==> src/rtl/vram_arbiter_if.sv <==
// vram_arbiter_if: scanout, CPU write, clear-control and RAM port signals of the frame-buffer arbiter
interface vram_arbiter_if #(
  parameter int AW = 14,
  parameter int DW = 12
);
  logic          vga_req;
  logic [AW-1:0] vga_addr;
  logic [DW-1:0] vga_data;
  logic          cpu_wr_valid;
  logic          cpu_wr_ready;
  logic [AW-1:0] cpu_wr_addr;
  logic [DW-1:0] cpu_wr_data;
  logic          clr_start;
  logic [DW-1:0] clr_color;
  logic          clr_busy;
  logic          clr_done;
  logic          ram_en;
  logic          ram_we;
  logic [AW-1:0] ram_addr;
  logic [DW-1:0] ram_wdata;
  logic [DW-1:0] ram_rdata;
  modport slave (
    input  vga_req, vga_addr, cpu_wr_valid, cpu_wr_addr, cpu_wr_data,
           clr_start, clr_color, ram_rdata,
    output vga_data, cpu_wr_ready, clr_busy, clr_done,
           ram_en, ram_we, ram_addr, ram_wdata
  );
  modport master (
    output vga_req, vga_addr, cpu_wr_valid, cpu_wr_addr, cpu_wr_data,
           clr_start, clr_color, ram_rdata,
    input  vga_data, cpu_wr_ready, clr_busy, clr_done,
           ram_en, ram_we, ram_addr, ram_wdata
  );
endinterface

==> src/rtl/vram_arbiter.sv <==
// vram_arbiter: single-port frame-buffer arbiter (scanout > CPU write buffer > clear sweep)
module vram_arbiter #(
  parameter int FIFO_DEPTH = 4,
  parameter int AW         = 14,
  parameter int DW         = 12
) (
  input logic          clk,
  input logic          rst_n,
  vram_arbiter_if.slave bus
);
  localparam int PW = $clog2(FIFO_DEPTH);
  typedef enum logic [1:0] {IDLE, FLUSH, CLEAR} state_t;
  state_t        state_q, state_d;
  logic [AW-1:0] mem_a [FIFO_DEPTH];
  logic [DW-1:0] mem_d [FIFO_DEPTH];
  logic [PW-1:0] wp_q, rp_q;
  logic [PW:0]   cnt_q, cnt_d;
  logic [AW-1:0] fill_q, fill_d, addr_q;
  logic [DW-1:0] color_q, color_d, wdata_q;
  logic          done_q, done_d;
  logic          empty, full, push, pop, vga_g, fill_g, last, start;
  // state register
  always_ff @(posedge clk or negedge rst_n)
    if (!rst_n) state_q <= IDLE;
    else state_q <= state_d;
  // next state and datapath next values; FLUSH hands over to CLEAR once the buffer drains
  always_comb begin
    start   = state_q == IDLE && bus.clr_start;
    last    = fill_g && &fill_q;
    cnt_d   = cnt_q + (PW+1)'(push) - (PW+1)'(pop);
    state_d = start ? (cnt_d == '0 ? CLEAR : FLUSH) :
              (state_q == FLUSH && cnt_d == '0) ? CLEAR :
              last ? IDLE : state_q;
    fill_d  = start ? '0 : fill_g ? fill_q + 1'b1 : fill_q;
    color_d = start ? bus.clr_color : color_q;
    done_d  = last;
  end
  // port grant and outputs; address/data hold their last value when nobody is granted
  always_comb begin
    empty            = cnt_q == '0;
    full             = cnt_q == (PW+1)'(FIFO_DEPTH);
    vga_g            = rst_n && bus.vga_req;
    pop              = !vga_g && !empty;
    fill_g           = !vga_g && empty && state_q == CLEAR;
    bus.cpu_wr_ready = !full && state_q == IDLE;
    push             = bus.cpu_wr_valid && bus.cpu_wr_ready;
    bus.ram_en       = vga_g || pop || fill_g;
    bus.ram_we       = pop || fill_g;
    bus.ram_addr     = vga_g ? bus.vga_addr : pop ? mem_a[rp_q] : fill_g ? fill_q : addr_q;
    bus.ram_wdata    = pop ? mem_d[rp_q] : fill_g ? color_q : wdata_q;
    bus.clr_busy     = state_q != IDLE;
    bus.clr_done     = done_q;
    bus.vga_data     = bus.ram_rdata;
  end
  // buffer pointers, fill counter, colour latch, done pulse and held RAM address/data
  always_ff @(posedge clk or negedge rst_n)
    if (!rst_n) begin
      cnt_q   <= '0;
      wp_q    <= '0;
      rp_q    <= '0;
      fill_q  <= '0;
      color_q <= '0;
      done_q  <= 1'b0;
      addr_q  <= '0;
      wdata_q <= '0;
    end else begin
      cnt_q   <= cnt_d;
      wp_q    <= wp_q + PW'(push);
      rp_q    <= rp_q + PW'(pop);
      fill_q  <= fill_d;
      color_q <= color_d;
      done_q  <= done_d;
      addr_q  <= bus.ram_addr;
      wdata_q <= bus.ram_wdata;
    end
  // write-buffer storage; contents are don't-care while the pointers say empty
  always_ff @(posedge clk)
    if (push) begin
      mem_a[wp_q] <= bus.cpu_wr_addr;
      mem_d[wp_q] <= bus.cpu_wr_data;
    end
endmodule

==> src/flat_wrapper.sv <==
// flat-port wrapper written by rule: the top's interface ports become plain ports
module vram_arbiter_flat 
#(
  parameter int FIFO_DEPTH = 4,
  parameter int AW         = 14,
  parameter int DW         = 12
)
  (clk, rst_n, bus_vga_req, bus_vga_addr, bus_cpu_wr_valid, bus_cpu_wr_addr, bus_cpu_wr_data, bus_clr_start, bus_clr_color, bus_ram_rdata, bus_vga_data, bus_cpu_wr_ready, bus_clr_busy, bus_clr_done, bus_ram_en, bus_ram_we, bus_ram_addr, bus_ram_wdata);
  vram_arbiter_if #(.AW(AW), .DW(DW)) bus_i ();
  input logic clk;
  input logic rst_n;
  input wire logic [$bits(bus_i.vga_req)-1:0] bus_vga_req;
  input wire logic [$bits(bus_i.vga_addr)-1:0] bus_vga_addr;
  input wire logic [$bits(bus_i.cpu_wr_valid)-1:0] bus_cpu_wr_valid;
  input wire logic [$bits(bus_i.cpu_wr_addr)-1:0] bus_cpu_wr_addr;
  input wire logic [$bits(bus_i.cpu_wr_data)-1:0] bus_cpu_wr_data;
  input wire logic [$bits(bus_i.clr_start)-1:0] bus_clr_start;
  input wire logic [$bits(bus_i.clr_color)-1:0] bus_clr_color;
  input wire logic [$bits(bus_i.ram_rdata)-1:0] bus_ram_rdata;
  output wire logic [$bits(bus_i.vga_data)-1:0] bus_vga_data;
  output wire logic [$bits(bus_i.cpu_wr_ready)-1:0] bus_cpu_wr_ready;
  output wire logic [$bits(bus_i.clr_busy)-1:0] bus_clr_busy;
  output wire logic [$bits(bus_i.clr_done)-1:0] bus_clr_done;
  output wire logic [$bits(bus_i.ram_en)-1:0] bus_ram_en;
  output wire logic [$bits(bus_i.ram_we)-1:0] bus_ram_we;
  output wire logic [$bits(bus_i.ram_addr)-1:0] bus_ram_addr;
  output wire logic [$bits(bus_i.ram_wdata)-1:0] bus_ram_wdata;
  assign bus_i.vga_req = bus_vga_req;
  assign bus_i.vga_addr = bus_vga_addr;
  assign bus_i.cpu_wr_valid = bus_cpu_wr_valid;
  assign bus_i.cpu_wr_addr = bus_cpu_wr_addr;
  assign bus_i.cpu_wr_data = bus_cpu_wr_data;
  assign bus_i.clr_start = bus_clr_start;
  assign bus_i.clr_color = bus_clr_color;
  assign bus_i.ram_rdata = bus_ram_rdata;
  assign bus_vga_data = bus_i.vga_data;
  assign bus_cpu_wr_ready = bus_i.cpu_wr_ready;
  assign bus_clr_busy = bus_i.clr_busy;
  assign bus_clr_done = bus_i.clr_done;
  assign bus_ram_en = bus_i.ram_en;
  assign bus_ram_we = bus_i.ram_we;
  assign bus_ram_addr = bus_i.ram_addr;
  assign bus_ram_wdata = bus_i.ram_wdata;
  vram_arbiter #(.FIFO_DEPTH(FIFO_DEPTH), .AW(AW), .DW(DW)) u_core (.clk(clk), .rst_n(rst_n), .bus(bus_i));
endmodule
==> config.mk <==
export PLATFORM = sky130hd
export DESIGN_NAME = vram_arbiter_flat
export DESIGN_NICKNAME = d
export VERILOG_FILES = /design/src/rtl/vram_arbiter_if.sv /design/src/rtl/vram_arbiter.sv /design/src/flat_wrapper.sv
export SDC_FILE = /design/constraint.sdc
export NUM_CORES = 1
export LEC_CHECK = 0
export BUFFER_PORTS_ARGS = -buffer_cell sky130_fd_sc_hd__buf_2
export CELL_PAD_IN_SITES_DETAIL_PLACEMENT = 1
export CELL_PAD_IN_SITES_GLOBAL_PLACEMENT = 1
export CORE_UTILIZATION = 43
export CTS_BUF_LIST = sky130_fd_sc_hd__clkbuf_8
export CTS_CLUSTER_SIZE = 8
export DETAILED_ROUTE_END_ITERATION = 8
export HOLD_SLACK_MARGIN = 0.05
export MAX_ROUTING_LAYER = met4
export PLACE_DENSITY = 0.84
export SLEW_MARGIN = 20
export SYNTH_ARGS = -nofsm -noshare
export SYNTH_HDL_FRONTEND = slang
export SYNTH_SLANG_ARGS = --single-unit
==> constraint.sdc <==
create_clock -name clk -period 3.05 [get_ports clk]
set_input_delay 0.61 -clock clk [delete_from_list [all_inputs] [get_ports clk]]
set_output_delay 0.61 -clock clk [all_outputs]
set_load 0.03 [all_outputs]
Yosys cells after proc, flatten, opt, wreduce, memory -nomap -nowiden
Memories as Yosys holds them, arrays and structs flattened.
Index checks and enable logic that the tools add are counted.
{"block": "word_totals", "ram_bits": 104, "wordCells": 54, "mem_count": 2, "regBits": 62}
{"block": "op_classes", "reduce_logical": 22, "eq_ne": 3, "mux": 13, "addsub": 5}
{"name": "u_core.mem_a", "depth": 4, "width": 14, "rd": 1, "rd_clocked_by_memory_dff": 0, "write_ports": 1, "line": "vram_arbiter.sv:14", "rtl": "logic [AW-1:0] mem_a [FIFO_DEPTH];"}
{"name": "u_core.mem_d", "depth": 4, "width": 12, "rd": 1, "rd_clocked_by_memory_dff": 0, "write_ports": 1, "line": "vram_arbiter.sv:15", "rtl": "logic [DW-1:0] mem_d [FIFO_DEPTH];"}
{"operator": "14-bit 2-to-1 mux", "n": 5}
{"operator": "12-bit 2-to-1 mux", "n": 2}
{"operator": "14-bit by 1-bit adder with 14-bit output (second input constant)", "n": 1}
{"operator": "14-bit AND reduction", "n": 1}
{"operator": "1-bit logical AND", "n": 9}
{"operator": "2-bit 2-to-1 mux", "n": 4}
{"operator": "3-bit zero test", "n": 2}
{"operator": "2-bit by 1-bit adder with 2-bit output", "n": 2}
{"operator": "2-bit nonzero test", "n": 2}
{"operator": "3-bit by 1-bit adder with 3-bit output", "n": 1}
{"operator": "3-bit equality test (second input constant)", "n": 1}
{"operator": "1-bit zero test", "n": 3}
{"operator": "1-bit logical OR", "n": 3}
{"operator": "3-bit nonzero test", "n": 1}
{"operator": "3-bit by 1-bit subtractor with 3-bit output", "n": 1}
{"operator": "2-bit by 1-bit equality test with 1-bit output (second input constant)", "n": 1}
{"operator": "2-bit equality test (second input constant)", "n": 1}
{"operator": "2-bit zero test", "n": 1}
{"operator": "1-bit 2-to-1 mux", "n": 2}

Depth between registers and ports, before layout
{"block": "depth", "ltp_word": 10, "depth_mapped": 13, "depth_no_buf": 11}

Worst setup path after synthesis
OpenSTA, ideal clock, no wires.
{"block": "synth_timing", "path_kind": "reg2reg", "startpoint": "register u_core.state_q[0]", "endpoint": "memory u_core.mem_a[2][0] (enable)", "arrival_time_ns": 3.108, "n_path_buf": 0, "setup_slack_ns": -0.505, "stages_incl_launch_ff": 5, "period_less_slack_ns": 3.555, "cell_sequence": "dfrtp_1 > nor2_1 > o31a_1 > nand2_1 > nor3b_1"}
{"block": "synth_via", "elab_chain_cells": 5}
{"element": "from (decl)", "line": "vram_arbiter.sv:13", "rtl": "state_t state_q, state_d;"}
{"element": "from (signal assigned)", "line": "vram_arbiter.sv:25", "rtl": "else state_q <= state_d;"}
{"element": "2-bit zero test", "line": "vram_arbiter.sv:45", "rtl": "bus.cpu_wr_ready = !full && state_q == IDLE;"}
{"element": "1-bit logical AND", "line": "vram_arbiter.sv:45"}
{"element": "net bus_cpu_wr_ready", "line": "flat_wrapper.sv:21", "rtl": "output wire logic [$bits(bus_i.cpu_wr_ready)-1:0] bus_cpu_wr_ready;"}
{"element": "1-bit logical AND", "line": "vram_arbiter.sv:46", "rtl": "push = bus.cpu_wr_valid && bus.cpu_wr_ready;"}
{"element": "1-bit 2-to-1 mux", "line": "vram_arbiter.sv:78", "rtl": "if (push) begin"}
{"element": "1-bit 2-to-1 mux (not written as such)", "line": "vram_arbiter.sv:79", "rtl": "mem_a[wp_q] <= bus.cpu_wr_addr;"}
{"element": "to (decl)", "line": "vram_arbiter.sv:14"}
The timed path passes the listed nets, and every way through them passes these cells.

Worst setup path in the final report
{"block": "layout_timing", "startpoint": "register u_core.rp_q[0]", "endpoint": "output port bus_ram_addr[9]"}
{"block": "layout_via", "elab_chain_cells": 3}
{"element": "from (decl)", "line": "vram_arbiter.sv:16", "rtl": "logic [PW-1:0] wp_q, rp_q;"}
{"element": "from (signal assigned)", "line": "vram_arbiter.sv:69", "rtl": "rp_q <= rp_q + PW'(pop);"}
{"element": "memory read 4 x 14 bit"}
{"element": "14-bit 2-to-1 mux (2 in a row)", "line": "vram_arbiter.sv:49", "rtl": "bus.ram_addr = vga_g ? bus.vga_addr : pop ? mem_a[rp_q] : fill_g ? fill_q : addr_q;"}
{"element": "to (decl)", "line": "flat_wrapper.sv:26", "rtl": "output wire logic [$bits(bus_i.ram_addr)-1:0] bus_ram_addr;"}
Every way passes these cells.

==> run summary <==
GRT Util Overall -> 21.7%
CTS Root Cell -> clkbuf_8
Vias in the first global route -> 4596
Clock transition at path regs -> 0.10 ns
Gpl congestion -> 0.865
Area grow syn2layout -> 16.3%
Port buffer count -> 87
Hold_ws -> 0.329 ns
Met2 usage -> 35.0%
Crit Path Class -> reg2out
Top Ports -> 112
Asr flop ratio synth -> 37.3%
Final setup vio count -> 0
Largest net degree at the start of global routing -> 63
First-pass detailed-route iteration total -> 4
Hold Crit Depth -> 3
Synth Register Bits -> 166
Skew final -> 0.0103 ns
Core Area -> 15300 um^2
GR Util met1 -> 26.4%
Final Slew Violations -> 0
RSZ-0062 raised after global routing -> false
Slew headroom -> 39.5%
Congestion Overflow GR -> 0
Die Y -> 128 um
Sequential area share after synthesis -> 68.6%
Num CTS Buffers -> 17
DP Wirelength -> 10900 um
Final Critical Period -> 2.91 ns
Number of synthesized flops with an enable pin -> 104
Ratio of final minimum period to clock period -> 95.5%
Cells after Synth -> 477
Worst Max-Slew Pin Slew -> 0.908 ns
Post-Syn Area per Cell -> 14.3 um^2
Count of different cell masters after synthesis -> 45
Busiest grt layer -> met2
DRT Wirelength -> 16100 um
WL per Instance -> 20.5 um
Horiz. Die Dim -> 128 um
Initial antenna violation count -> 2
Clock Path Buffers -> 2
WP data required -> 2.44 ns
Layout cell share with drive strength beyond 1 -> 29.9%
Post-layout worst setup margin -> 0.137 ns
CTS tree -> yes
Post-synthesis cell area -> 6810 um^2
First-pass GRT wire length -> 25300 um
CP Max Fanout -> 28
Min-Delay Path Class -> in2reg
Pre-CTS setup slack -> 0.183 ns
Placed cell area -> 7460 um^2
Worst R2R Path Depth -> 12
Ys Warns -> 0
Syn nets -> 550
Setup Buffers After CTS -> 0
Leading register cell type out of synthesis -> edfxtp_1
Commonest non-fill, non-tap cell in the layout -> edfxtp_1
Via count -> 4242
Maximum vdd drop -> 0.390 mV
CP arrival -> 2.30 ns
Vias per cell -> 5.40
CP Capture Type -> output pin
Area of the die -> 16300 um^2
Outcome -> completed
Starting density of the core -> 44.5%
Maxcap violations -> 0
CTS sink cnt -> 166
DRT iter0 DRCs -> 396
Fmax -> 343 MHz
Static leakage -> 3.15 nW
Clock Latency Late Sink -> 0.46 ns
Fin area -> 7920 um^2
Row cnt -> 45
H-tree Lvls -> 4
Routed Antenna Nets -> 0
Nets -> 632
Met3 global-route usage -> 4.88%
Power density over the cells -> 847 nW/um^2
Most frequent cells in the layout -> edfxtp_1, buf_2, nand2_1, dfrtp_1, nor2_1
Final Hold Fails -> 0
Startpoint Class -> flip-flop
# DRC -> 0
[worst max-delay path, stage by stage (launching register included)]
cell and delay [ns]:
dfrtp_1 0.38, buf_12 0.25, mux4_2 0.57, nor2_2 0.13
a311oi_1 0.06, a21o_1 0.24, buf_2 0.20
[state kept, by name, summed over array words and instances, names as in the netlist]
| signal | cells |
|---|---|
| u_core.bus.clr_done | 1 |
| u_core.cnt_q | 3 |
| u_core.wdata_q | 12 |
| u_core.color_q | 12 |
| u_core.mem_a | 56 |
| u_core.mem_d | 48 |
| u_core.wp_q | 2 |
| u_core.rp_q | 2 |
| u_core.addr_q | 14 |
| u_core.state_q | 2 |
| u_core.fill_q | 14 |
[final timing paths]
| check | end | startpoint | slack [ns] |
|---|---|---|---|
| setup / recovery | bus_ram_addr[9] | u_core.rp_q[0] | 0.14 |
| min in group asynchronous | u_core.cnt_q[1] | rst_n | 0.41 |
| max in group asynchronous | u_core.state_q[1] | rst_n | 2.03 |
| hold / removal | u_core.color_q[8] | bus_clr_color[8] | 0.33 |
| hold reg to reg | u_core.color_q[9] | u_core.color_q[9] | 0.49 |
| setup reg to reg | u_core.state_q[1] | u_core.state_q[0] | 0.37 |
[report_power, final]
group	leakage, nW	internal, mW	switching, mW
registers	1.72	2.63	0.153
logic	1.21	0.826	1.39
clock network	0.219	0.783	0.922
[area by class of cell]
| class | count | area [um^2] |
|---|---|---|
| inverter | 7 | 26.3 |
| multi-input combinational | 265 | 1950 |
| timing repair buffer | 102 | 564 |
| fill | 1577 | 7390 |
| tap | 211 | 264 |
| clock buffer | 17 | 234 |
| sequential | 166 | 4680 |
| antenna | 2 | 5.00 |
| clock inverter | 15 | 200 |
[synthesized netlist by cell type (3+ instances only)]
| cell type | instances | area share [%] |
|---|---|---|
| dfrtp_1 | 62 | 23 |
| o21ai_0 | 5 | 0.37 |
| mux4_2 | 26 | 8.6 |
| ha_1 | 3 | 0.55 |
| xnor2_1 | 4 | 0.51 |
| buf_4 | 12 | 1.3 |
| clkbuf_1 | 22 | 1.2 |
| and3_1 | 4 | 0.37 |
| a21o_1 | 14 | 1.5 |
| o31ai_1 | 4 | 0.44 |
| a21oi_1 | 9 | 0.66 |
| inv_1 | 7 | 0.39 |
| nand3_1 | 10 | 0.73 |
| edfxtp_1 | 104 | 46 |
| nand2_1 | 77 | 4.2 |
| a311oi_1 | 13 | 1.7 |
| and2_1 | 3 | 0.28 |
| nor2_1 | 32 | 1.8 |
| o22ai_1 | 12 | 1.1 |
| nor3_1 | 15 | 1.1 |
| or4_1 | 4 | 0.44 |
| xor2_1 | 3 | 0.39 |
| buf_2 | 4 | 0.29 |
[per-layer routing]
layer / wire length (um) / vias to the layer above / part of all wire (%)
met5: 0 / - / 0
met1: 6750 / 2154 / 42
li1: - / 1946 / -
met4: 342 / 0 / 2.1
met2: 8290 / 114 / 51
met3: 745 / 28 / 4.6
[stage by stage]
step	util [%]	setup TNS, ns	cells	power, mW
6_report	51.7	0	785	6.71
5_1_grt	51.7	0	785	6.98
4_1_cts	51.6	0	783	6.74
3_5_place_dp	48.7	0	751	5.04
3_3_place_gp	48.7	0	751	4.95
2_1_floorplan	-	-34.02	477	4.36
[kinds of logic after synthesis]
kind of cell	Yosys count	synth area share, %
XOR/XNOR	7	0.900
flip-flops	166	68.6
adder cells (fa/ha/maj)	4	0.845
AND/OR/NAND/NOR	162	10.9
buffers and inverters	46	3.27
multiplexers	27	8.74
AO/OA/AOI/OAI	65	6.76
[timing repair]
action                                  4_1_cts  5_1_grt
hold buffers                                  0        0
resized for setup                             3        5
endpoints found under the setup margin       10        7
Power figures use the tool's default switching activity.
